--- src/rtl/mips_pkg.sv ---
// Shared opcode/funct encodings, controller state and instruction-class types
// for the multi-cycle MIPS core.
package mips_pkg;

  localparam logic [5:0] OP_RTYPE   = 6'h00;
  localparam logic [5:0] OP_J       = 6'h02;
  localparam logic [5:0] OP_BEQ     = 6'h04;
  localparam logic [5:0] OP_ADDI    = 6'h08;
  localparam logic [5:0] OP_LW      = 6'h23;
  localparam logic [5:0] OP_SW      = 6'h2B;
  localparam logic [5:0] FN_SYSCALL = 6'h0C;

  typedef enum logic [2:0] {
    StFetch  = 3'd0,
    StDecode = 3'd1,
    StExec   = 3'd2,
    StMem    = 3'd3,
    StWb     = 3'd4,
    StHalt   = 3'd5
  } ctrl_state_t;

  typedef enum logic [1:0] {
    AluAdd   = 2'd0,
    AluSub   = 2'd1,
    AluFunct = 2'd2
  } alu_op_t;

  // Exactly one bit set for any opcode/funct pair; nop covers unknown opcodes.
  typedef struct packed {
    logic rtype;
    logic jump;
    logic beq;
    logic addi;
    logic lw;
    logic sw;
    logic sys;
    logic nop;
  } inst_class_t;

endpackage

--- src/rtl/mips_mc_controller_if.sv ---
// Controller <-> datapath signal bundle. master = controller, slave = datapath.
interface mips_mc_controller_if;
  import mips_pkg::*;

  logic [5:0] opcode;
  logic [5:0] funct;
  logic       alu_zero;
  logic       ir_write;
  logic       pc_write;
  logic [1:0] pc_src;
  logic       reg_write;
  logic       reg_dst;
  logic       mem_to_reg;
  logic       alu_src_imm;
  alu_op_t    alu_op;
  logic       mem_req;
  logic       mem_write_en;
  logic       halted;
  logic [2:0] state_o;

  modport master (
    input  opcode, funct, alu_zero,
    output ir_write, pc_write, pc_src, reg_write, reg_dst, mem_to_reg, alu_src_imm,
           alu_op, mem_req, mem_write_en, halted, state_o
  );

  modport slave (
    output opcode, funct, alu_zero,
    input  ir_write, pc_write, pc_src, reg_write, reg_dst, mem_to_reg, alu_src_imm,
           alu_op, mem_req, mem_write_en, halted, state_o
  );

endinterface

--- src/rtl/mips_main_decoder.sv ---
// Combinational opcode/funct -> one-hot instruction class.
module mips_main_decoder
  import mips_pkg::*;
(
  input  logic [5:0]  opcode,
  input  logic [5:0]  funct,
  output inst_class_t cls
);

  always_comb begin
    cls = '0;
    unique case (opcode)
      OP_RTYPE: begin
        if (funct == FN_SYSCALL) cls.sys = 1'b1;
        else                     cls.rtype = 1'b1;
      end
      OP_J:    cls.jump = 1'b1;
      OP_BEQ:  cls.beq  = 1'b1;
      OP_ADDI: cls.addi = 1'b1;
      OP_LW:   cls.lw   = 1'b1;
      OP_SW:   cls.sw   = 1'b1;
      default: cls.nop  = 1'b1;
    endcase
  end

endmodule

--- src/rtl/mips_mc_controller.sv ---
// Multi-cycle control FSM: sequences fetch/decode/exec/mem/writeback and
// drives the datapath enables; halts stickily on SYSCALL.
module mips_mc_controller
  import mips_pkg::*;
#(
  parameter int unsigned MEM_LATENCY = 2,
  parameter int unsigned CNT_W       = 4
) (
  input logic                  clk,
  input logic                  rst_b,
  mips_mc_controller_if.master bus
);

  localparam logic [CNT_W-1:0] CntLast = CNT_W'(MEM_LATENCY - 1);

  ctrl_state_t      state_q;
  logic [CNT_W-1:0] cnt_q;
  logic             halted_q;
  inst_class_t      cls;

  mips_main_decoder u_dec (
    .opcode (bus.opcode),
    .funct  (bus.funct),
    .cls    (cls)
  );

  always_ff @(posedge clk) begin
    if (!rst_b) begin
      state_q  <= StFetch;
      cnt_q    <= '0;
      halted_q <= 1'b0;
    end else begin
      unique case (state_q)
        StFetch: state_q <= StDecode;
        StDecode: begin
          if (cls.jump || cls.nop) begin
            state_q <= StFetch;
          end else if (cls.sys) begin
            state_q  <= StHalt;
            halted_q <= 1'b1;
          end else begin
            state_q <= StExec;
          end
        end
        StExec: begin
          if (cls.lw || cls.sw) begin
            state_q <= StMem;
            cnt_q   <= '0;
          end else if (cls.beq) begin
            state_q <= StFetch;
          end else begin
            state_q <= StWb;
          end
        end
        StMem: begin
          if (cnt_q == CntLast) begin
            cnt_q   <= '0;
            state_q <= cls.lw ? StWb : StFetch;
          end else begin
            cnt_q <= cnt_q + 1'b1;
          end
        end
        StWb:    state_q <= StFetch;
        StHalt:  state_q <= StHalt;
        default: state_q <= StFetch;
      endcase
    end
  end

  assign bus.state_o = state_q;
  assign bus.halted  = rst_b & halted_q;

  // Outputs are forced low while reset is held so an abandoned access cannot strobe.
  always_comb begin
    bus.ir_write     = 1'b0;
    bus.pc_write     = 1'b0;
    bus.pc_src       = 2'd0;
    bus.reg_write    = 1'b0;
    bus.reg_dst      = 1'b0;
    bus.mem_to_reg   = 1'b0;
    bus.alu_src_imm  = 1'b0;
    bus.alu_op       = AluAdd;
    bus.mem_req      = 1'b0;
    bus.mem_write_en = 1'b0;
    if (rst_b) begin
      unique case (state_q)
        StFetch: bus.ir_write = 1'b1;
        StDecode: begin
          if (cls.jump) begin
            bus.pc_write = 1'b1;
            bus.pc_src   = 2'd2;
          end else if (cls.nop) begin
            bus.pc_write = 1'b1;
          end
        end
        StExec: begin
          if (cls.rtype) bus.alu_op = AluFunct;
          if (cls.addi || cls.lw || cls.sw) bus.alu_src_imm = 1'b1;
          if (cls.beq) begin
            bus.alu_op   = AluSub;
            bus.pc_write = 1'b1;
            bus.pc_src   = {1'b0, bus.alu_zero};
          end
        end
        StMem: begin
          bus.mem_req = 1'b1;
          if (cls.sw && cnt_q == CntLast) begin
            bus.mem_write_en = 1'b1;
            bus.pc_write     = 1'b1;
          end
        end
        StWb: begin
          bus.reg_write  = 1'b1;
          bus.pc_write   = 1'b1;
          bus.reg_dst    = cls.rtype;
          bus.mem_to_reg = cls.lw;
        end
        default: ;
      endcase
    end
  end

endmodule
--- src/flat_wrapper.sv ---
// flat-port wrapper written by rule: the top's interface ports become plain ports
module mips_mc_controller_flat import mips_pkg::*;
#(
  parameter int unsigned MEM_LATENCY = 2,
  parameter int unsigned CNT_W       = 4
)
  (clk, rst_b, bus_opcode, bus_funct, bus_alu_zero, bus_ir_write, bus_pc_write, bus_pc_src, bus_reg_write, bus_reg_dst, bus_mem_to_reg, bus_alu_src_imm, bus_alu_op, bus_mem_req, bus_mem_write_en, bus_halted, bus_state_o);
  mips_mc_controller_if bus_i ();
  input logic clk;
  input logic rst_b;
  input wire logic [$bits(bus_i.opcode)-1:0] bus_opcode;
  input wire logic [$bits(bus_i.funct)-1:0] bus_funct;
  input wire logic [$bits(bus_i.alu_zero)-1:0] bus_alu_zero;
  output wire logic [$bits(bus_i.ir_write)-1:0] bus_ir_write;
  output wire logic [$bits(bus_i.pc_write)-1:0] bus_pc_write;
  output wire logic [$bits(bus_i.pc_src)-1:0] bus_pc_src;
  output wire logic [$bits(bus_i.reg_write)-1:0] bus_reg_write;
  output wire logic [$bits(bus_i.reg_dst)-1:0] bus_reg_dst;
  output wire logic [$bits(bus_i.mem_to_reg)-1:0] bus_mem_to_reg;
  output wire logic [$bits(bus_i.alu_src_imm)-1:0] bus_alu_src_imm;
  output wire logic [$bits(bus_i.alu_op)-1:0] bus_alu_op;
  output wire logic [$bits(bus_i.mem_req)-1:0] bus_mem_req;
  output wire logic [$bits(bus_i.mem_write_en)-1:0] bus_mem_write_en;
  output wire logic [$bits(bus_i.halted)-1:0] bus_halted;
  output wire logic [$bits(bus_i.state_o)-1:0] bus_state_o;
  assign bus_i.opcode = bus_opcode;
  assign bus_i.funct = bus_funct;
  assign bus_i.alu_zero = bus_alu_zero;
  assign bus_ir_write = bus_i.ir_write;
  assign bus_pc_write = bus_i.pc_write;
  assign bus_pc_src = bus_i.pc_src;
  assign bus_reg_write = bus_i.reg_write;
  assign bus_reg_dst = bus_i.reg_dst;
  assign bus_mem_to_reg = bus_i.mem_to_reg;
  assign bus_alu_src_imm = bus_i.alu_src_imm;
  assign bus_alu_op = bus_i.alu_op;
  assign bus_mem_req = bus_i.mem_req;
  assign bus_mem_write_en = bus_i.mem_write_en;
  assign bus_halted = bus_i.halted;
  assign bus_state_o = bus_i.state_o;
  mips_mc_controller #(.MEM_LATENCY(MEM_LATENCY), .CNT_W(CNT_W)) u_core (.clk(clk), .rst_b(rst_b), .bus(bus_i));
endmodule
--- config.mk ---
export PLATFORM = sky130hd
export DESIGN_NAME = mips_mc_controller_flat
export DESIGN_NICKNAME = d
export VERILOG_FILES = /design/src/rtl/mips_pkg.sv /design/src/rtl/mips_mc_controller_if.sv /design/src/rtl/mips_main_decoder.sv /design/src/rtl/mips_mc_controller.sv /design/src/flat_wrapper.sv
export SDC_FILE = /design/constraint.sdc
export NUM_CORES = 1
export LEC_CHECK = 0
export CORE_ASPECT_RATIO = 0.9
export CORE_UTILIZATION = 36
export CTS_CLUSTER_SIZE = 16
export DETAILED_ROUTE_END_ITERATION = 7
export PLACE_DENSITY_LB_ADDON = 0.08
export SETUP_SLACK_MARGIN = 0.3
export SYNTH_ARGS = -nofsm -noshare
export SYNTH_HDL_FRONTEND = slang
export SYNTH_SLANG_ARGS = --single-unit
--- constraint.sdc ---
create_clock -name clk -period 1.4 [get_ports clk]
set_input_delay 0.14 -clock clk [delete_from_list [all_inputs] [get_ports clk]]
set_output_delay 0.14 -clock clk [all_outputs]
set_load 0.03 [all_outputs]
==> out/metrics.cfg, run 1 <==
[synthesis]
synth_fa_ha_area_share_pct = 3.817
postSynthNetCount = 99
synth_mux_area_share_pct = 0
post_synthesis_compound_gate_area_fraction_pct = 25.19
yosys_most_used_dff = dfxtp_1
post_synth_and_or_nand_nor_area_fraction_pct = 41.60
synth_warnings = 0
dominant_combinational_cell_family_by_area_after_synthesis = simple AND/OR/NAND/NOR gates
yosys.area_share.xor_xnor_pct = 0
yosysSeqAreaShare_pct = 24.43
synth_async_sr_flop_share_pct = 0
post_synth_num_cell_types = 39
synthesis.area_per_instance_um2 = 7.995
synth-seq-cells = 8
number_of_enable_flip_flop_cells_after_synthesis = 0
netlist_area_before_placement_um2 = 655.6
synthCells = 82

[status]
run_status = did not finish
last-stage-reached = clock tree synthesis
tool_error = [ERROR DPL-0038] Utilization greater than 100%, impossible to legalize

[floorplan]
placementRows = 14
ios = 31
die_width_um = 46.99
starting_density_of_the_core_pct = 38.99
die_y_um = 42.49

[clock_tree]
clockRootBuffer = clkbuf_4
cts_sinks = 8
cts_resized = 113
total_cts_buffers = 3
cts.path.max_buffers = 2
cts_post_setup_buffers_inserted = 24
htree_levels = 1
hold_buffers = 0

[placed_design]
buffer_ports.inserted = 30
weighted_congestion_reported_at_the_end_of_routability_driven_placement = 0.8102
detailedPlacementHpwl_um = 1966
post-place-cells = 173

synthesized netlist by cell type, drive strengths merged (2+ instances only):
cell,instances,area share [%]
dfxtp,8,24
nor2,7,4.0
inv,6,3.4
nor3,6,4.6
nor2b,5,5.2
and3,4,4.0
nand2,4,2.7
nor4,4,4.8
o21ai,4,3.1
and2,3,2.9
nor4b,3,5.0
a31o,2,2.7
buf,2,1.5
ha,2,3.8
nand3,2,1.5
nor3b,2,2.3
o221a,2,3.4
cell families after synthesis:
logic type	Yosys count
AO/OA/AOI/OAI	20
adder cells (fa/ha/maj)	2
buffers and inverters	8
flip-flops	8
AND/OR/NAND/NOR	44
metrics by stage:
| stage | setup WS (ps) | instance area (um^2) |
|---|---|---|
| floorplan | -270.6 | 793.3 |
| global placement | -1069 | 1374 |
| detailed placement | -1114 | 1374 |
==> inputs of run 2 (changes only) <==
- CORE_AREA: not set -> 2 2 63 65
- CORE_ASPECT_RATIO: 0.9 -> not set
- CORE_UTILIZATION: 36 -> not set
- CTS_CLUSTER_SIZE: 16 -> not set
- DIE_AREA: not set -> 0 0 65 67
- PLACE_DENSITY_LB_ADDON: 0.08 -> 0.15
- SETUP_SLACK_MARGIN: 0.3 -> not set
- clock period: 1.4 -> 1.8 ns (I/O delays scaled with it)
==> out/metrics.cfg, run 2 <==
[timing]
rsz_0062_raised_after_global_routing = yes
timing.final.hold_violations = 0
finalSetupViolations = 0
finalMaxSlewViolations = 0
setup_clock_skew_after_layout_ps = 3.913
min_period_ps = 1781
achievable-frequency_ghz = 0.5615
worstMarginPinSlew_ps = 307.3
maxSlewHeadroom_pct = 79.45
summed_negative_setup_slack_over_all_endpoints_ps = 0
final.period_utilization_pct = 98.94

[synthesis]
number_of_enable_flip_flop_cells_after_synthesis = 0  ; unchanged
yosys_most_used_dff = dfxtp_1
synth_top_cells_by_count = dfxtp_1, nor2_1, inv_1, nor3_1, nor2b_1
synthesis.area_per_instance_um2 = 7.995  ; unchanged
yosysSeqAreaShare_pct = 24.43  ; unchanged
leading_area_contributor_after_synthesis = dfxtp_1
synthCells = 82  ; unchanged
post_synth_num_cell_types = 39  ; unchanged
synth_async_sr_flop_share_pct = 0  ; unchanged
post_synth_main_area_contributors = dfxtp_1, nor3_1, nor2_1, ha_1, nor2b_1
synthMostInstantiatedCell = dfxtp_1
synth_warnings = 0  ; unchanged
postSynthNetCount = 99  ; unchanged
fraction_of_post_synthesis_cell_area_in_the_top_cell_type_by_area_pct = 24.43  ; unchanged
netlist_area_before_placement_um2 = 655.6  ; unchanged
synth-seq-cells = 8  ; unchanged

[route]
drc_violation_count_after_routing = 0
routed_wirelength_um = 2356
route.detailed.wl_per_inst_um = 11.55
via_per_instance_ratio = 4.456
via_count = 909
detail_route.iter0.violations = 27
ant_nets = 0
drtPass1Iterations = 4

[clock_tree]
clockRootBuffer = clkbuf_8
clock_insertion_delay_worst_skew_ps = 230
cts.path.max_buffers = 2  ; unchanged
hold_buffers = 0  ; unchanged
total_cts_buffers = 3  ; unchanged
clk_pin_slew_ps = 40
htree_levels = 1  ; unchanged
cts_sinks = 8  ; unchanged
tritoncts = done

[hold_path]
min-delay-start = rst_b
worst_hold_path.num_cells = 4
worst_hold_path_ep = u_core.bus.state_o[0]
min-delay-path-class = in -> reg

[critical_path]
path_max_fanout = 4
cp_num_buf_inv = 1
worst_r2r_endpoint = u_core.cnt_q[3]
r2r_start = u_core.cnt_q[1]
reg2reg_depth = 8
path_delay_family = simple AND/OR/NAND/NOR gates
worst_setup_path_end_kind = output port
timing_worst_setup_path_type = reg -> out
timing.critical_path.cells = nor2b_4, nor3b_4, nor2b_1, or4_4, buf_6
setup.worst_path.start_class = flop
slack_of_the_worst_reg_to_reg_path_ps = 300
critical-path-slowest-cell = or4_4
arrival_ps = 1600
critPathMaxStageDelay_ps = 470
critPathRequiredTime_ps = 1620

[floorplan]
die_y_um = 67  ; +58%
starting_density_of_the_core_pct = 18.18  ; -21 points
fp.dieArea_um2 = 4355
placementRows = 22  ; +8
ios = 31  ; unchanged
placeableCoreArea_um2 = 3606
die_width_um = 65  ; +38%

[placed_design]
post-place-cells = 198  ; +14%
buffer_ports.inserted = 30  ; unchanged
detailedPlacementHpwl_um = 1917  ; -2.5%
weighted_congestion_reported_at_the_end_of_routability_driven_placement = 0.7492  ; -7.5%

[finish]
post_layout_nonfiller_instances = 204
final_layout_size_suffix_gt1_share_pct = 57.69
count_of_antenna_diodes_in_the_layout = 0
layout.filler_cells = 369
mostFrequentLayoutCell = buf_4
most-common-layout-cells = buf_4, clkdlybuf4s50_1, nor2_1
areaGrowthSynthToFinish_pct = 119.7
net_total_in_the_final_layout = 175
largest-register = u_core.cnt_q
max_ffs_per_register = 4

[run]
maxCapViolCount = 0

[status]
run_status = finished clean

[power]
irDropWorstVdd_v = 0.0002314
total_leakage_power_nw = 0.6389
pwrdens_nw_per_um2 = 388.8

[global_route]
grt_start_max_net_pins = 9
grt_antenna_before_repair = 0
grt_first_pass_wirelength_um = 3829
first_global_vias = 896
grt.overflow.total = 0
overall_routing_resource_usage_pct = 11.44

[run 2: worst max-delay path by stage]
stage                     startpoint  depth (start not counted)  slack [ps]      endpoint
2_1_floorplan  u_core.bus.state_o[2]                          4          20  bus_pc_write
4_1_cts              u_core.cnt_q[1]                          7           1  bus_pc_write
3_3_place_gp           bus_opcode[2]                          6        -740  bus_pc_write
3_5_place_dp           bus_opcode[2]                          6        -740  bus_pc_write
6_report       u_core.bus.state_o[0]                          5          20  bus_pc_write
5_1_grt        u_core.bus.state_o[0]                          5         -30  bus_pc_write
[run 2: cells by family after synthesis]
family          synth area share [%]
buf+inv                        4.962
simple gates                   41.61
compound gates                 25.19
flops                          24.43
fa+ha+maj                      3.816
[run 2: metal layers]
metal	routed length [um]	global-route usage, %	vias to the layer above	part of all wire [%]
met1	1055	13.84	406	45
met5	0	0	-	0
met3	139	3.716	4	5.9
met2	1126	19.33	31	48
met4	35	3.191	0	1.5
li1	-	-	468	-
[run 2: per-stage QoR]
step                      setup WS [ps]  utilization (%)  cell area [um^2]  hold slack [ps]  total power [mW]
after floorplan                   17.66                -             704.4            369.0            0.2425
after global placement           -736.0            36.75              1325            441.1            0.3403
after global routing             -31.86            39.94              1440            471.3            0.5947
final                             19.00            39.94              1440            435.3            0.5599
after CTS                         1.263            38.79              1399            455.9            0.5614
after detailed placement         -743.3            36.75              1325            454.2            0.3398
[run 2: final cells by class]
| cell class | instances | area, um^2 | share of cell area, % |
|---|---|---|---|
| sequential | 8 | 168.9 | 11.73 |
| clock buffer | 3 | 41.29 | 2.867 |
| timing repair buffer | 73 | 584.3 | 40.57 |
| tap | 48 | 60.06 | 4.170 |
| multi-input combinational | 66 | 563.0 | 39.10 |
| inverter | 6 | 22.52 | 1.564 |
[run 2: power breakdown]
group,internal (mW),leakage (nW),switching [mW]
clock,0.145,0.0216,0.0687
sequential,0.181,0.0673,0.00286
combinational,0.0920,0.550,0.0711
total,0.417,0.639,0.143
[run 2: tightest hold or removal path, cell delays in order]
cell and delay [ps]:
dlymetal6s2s_1 180, inv_2 100, buf_4 130, a31oi_1 40
[run 2: repair_timing]
| item | 4_1_cts | 5_1_grt |
|---|---|---|
| setup buffers | 1 | 2 |
| endpoints found under the setup margin | 9 | 5 |
| endpoints found under the hold margin | 0 | 0 |
| gates resized for setup | 28 | 12 |
| cloned | 0 | 0 |
| pin swaps | 3 | 3 |
Note: power is estimated with default switching activity, not from simulation.
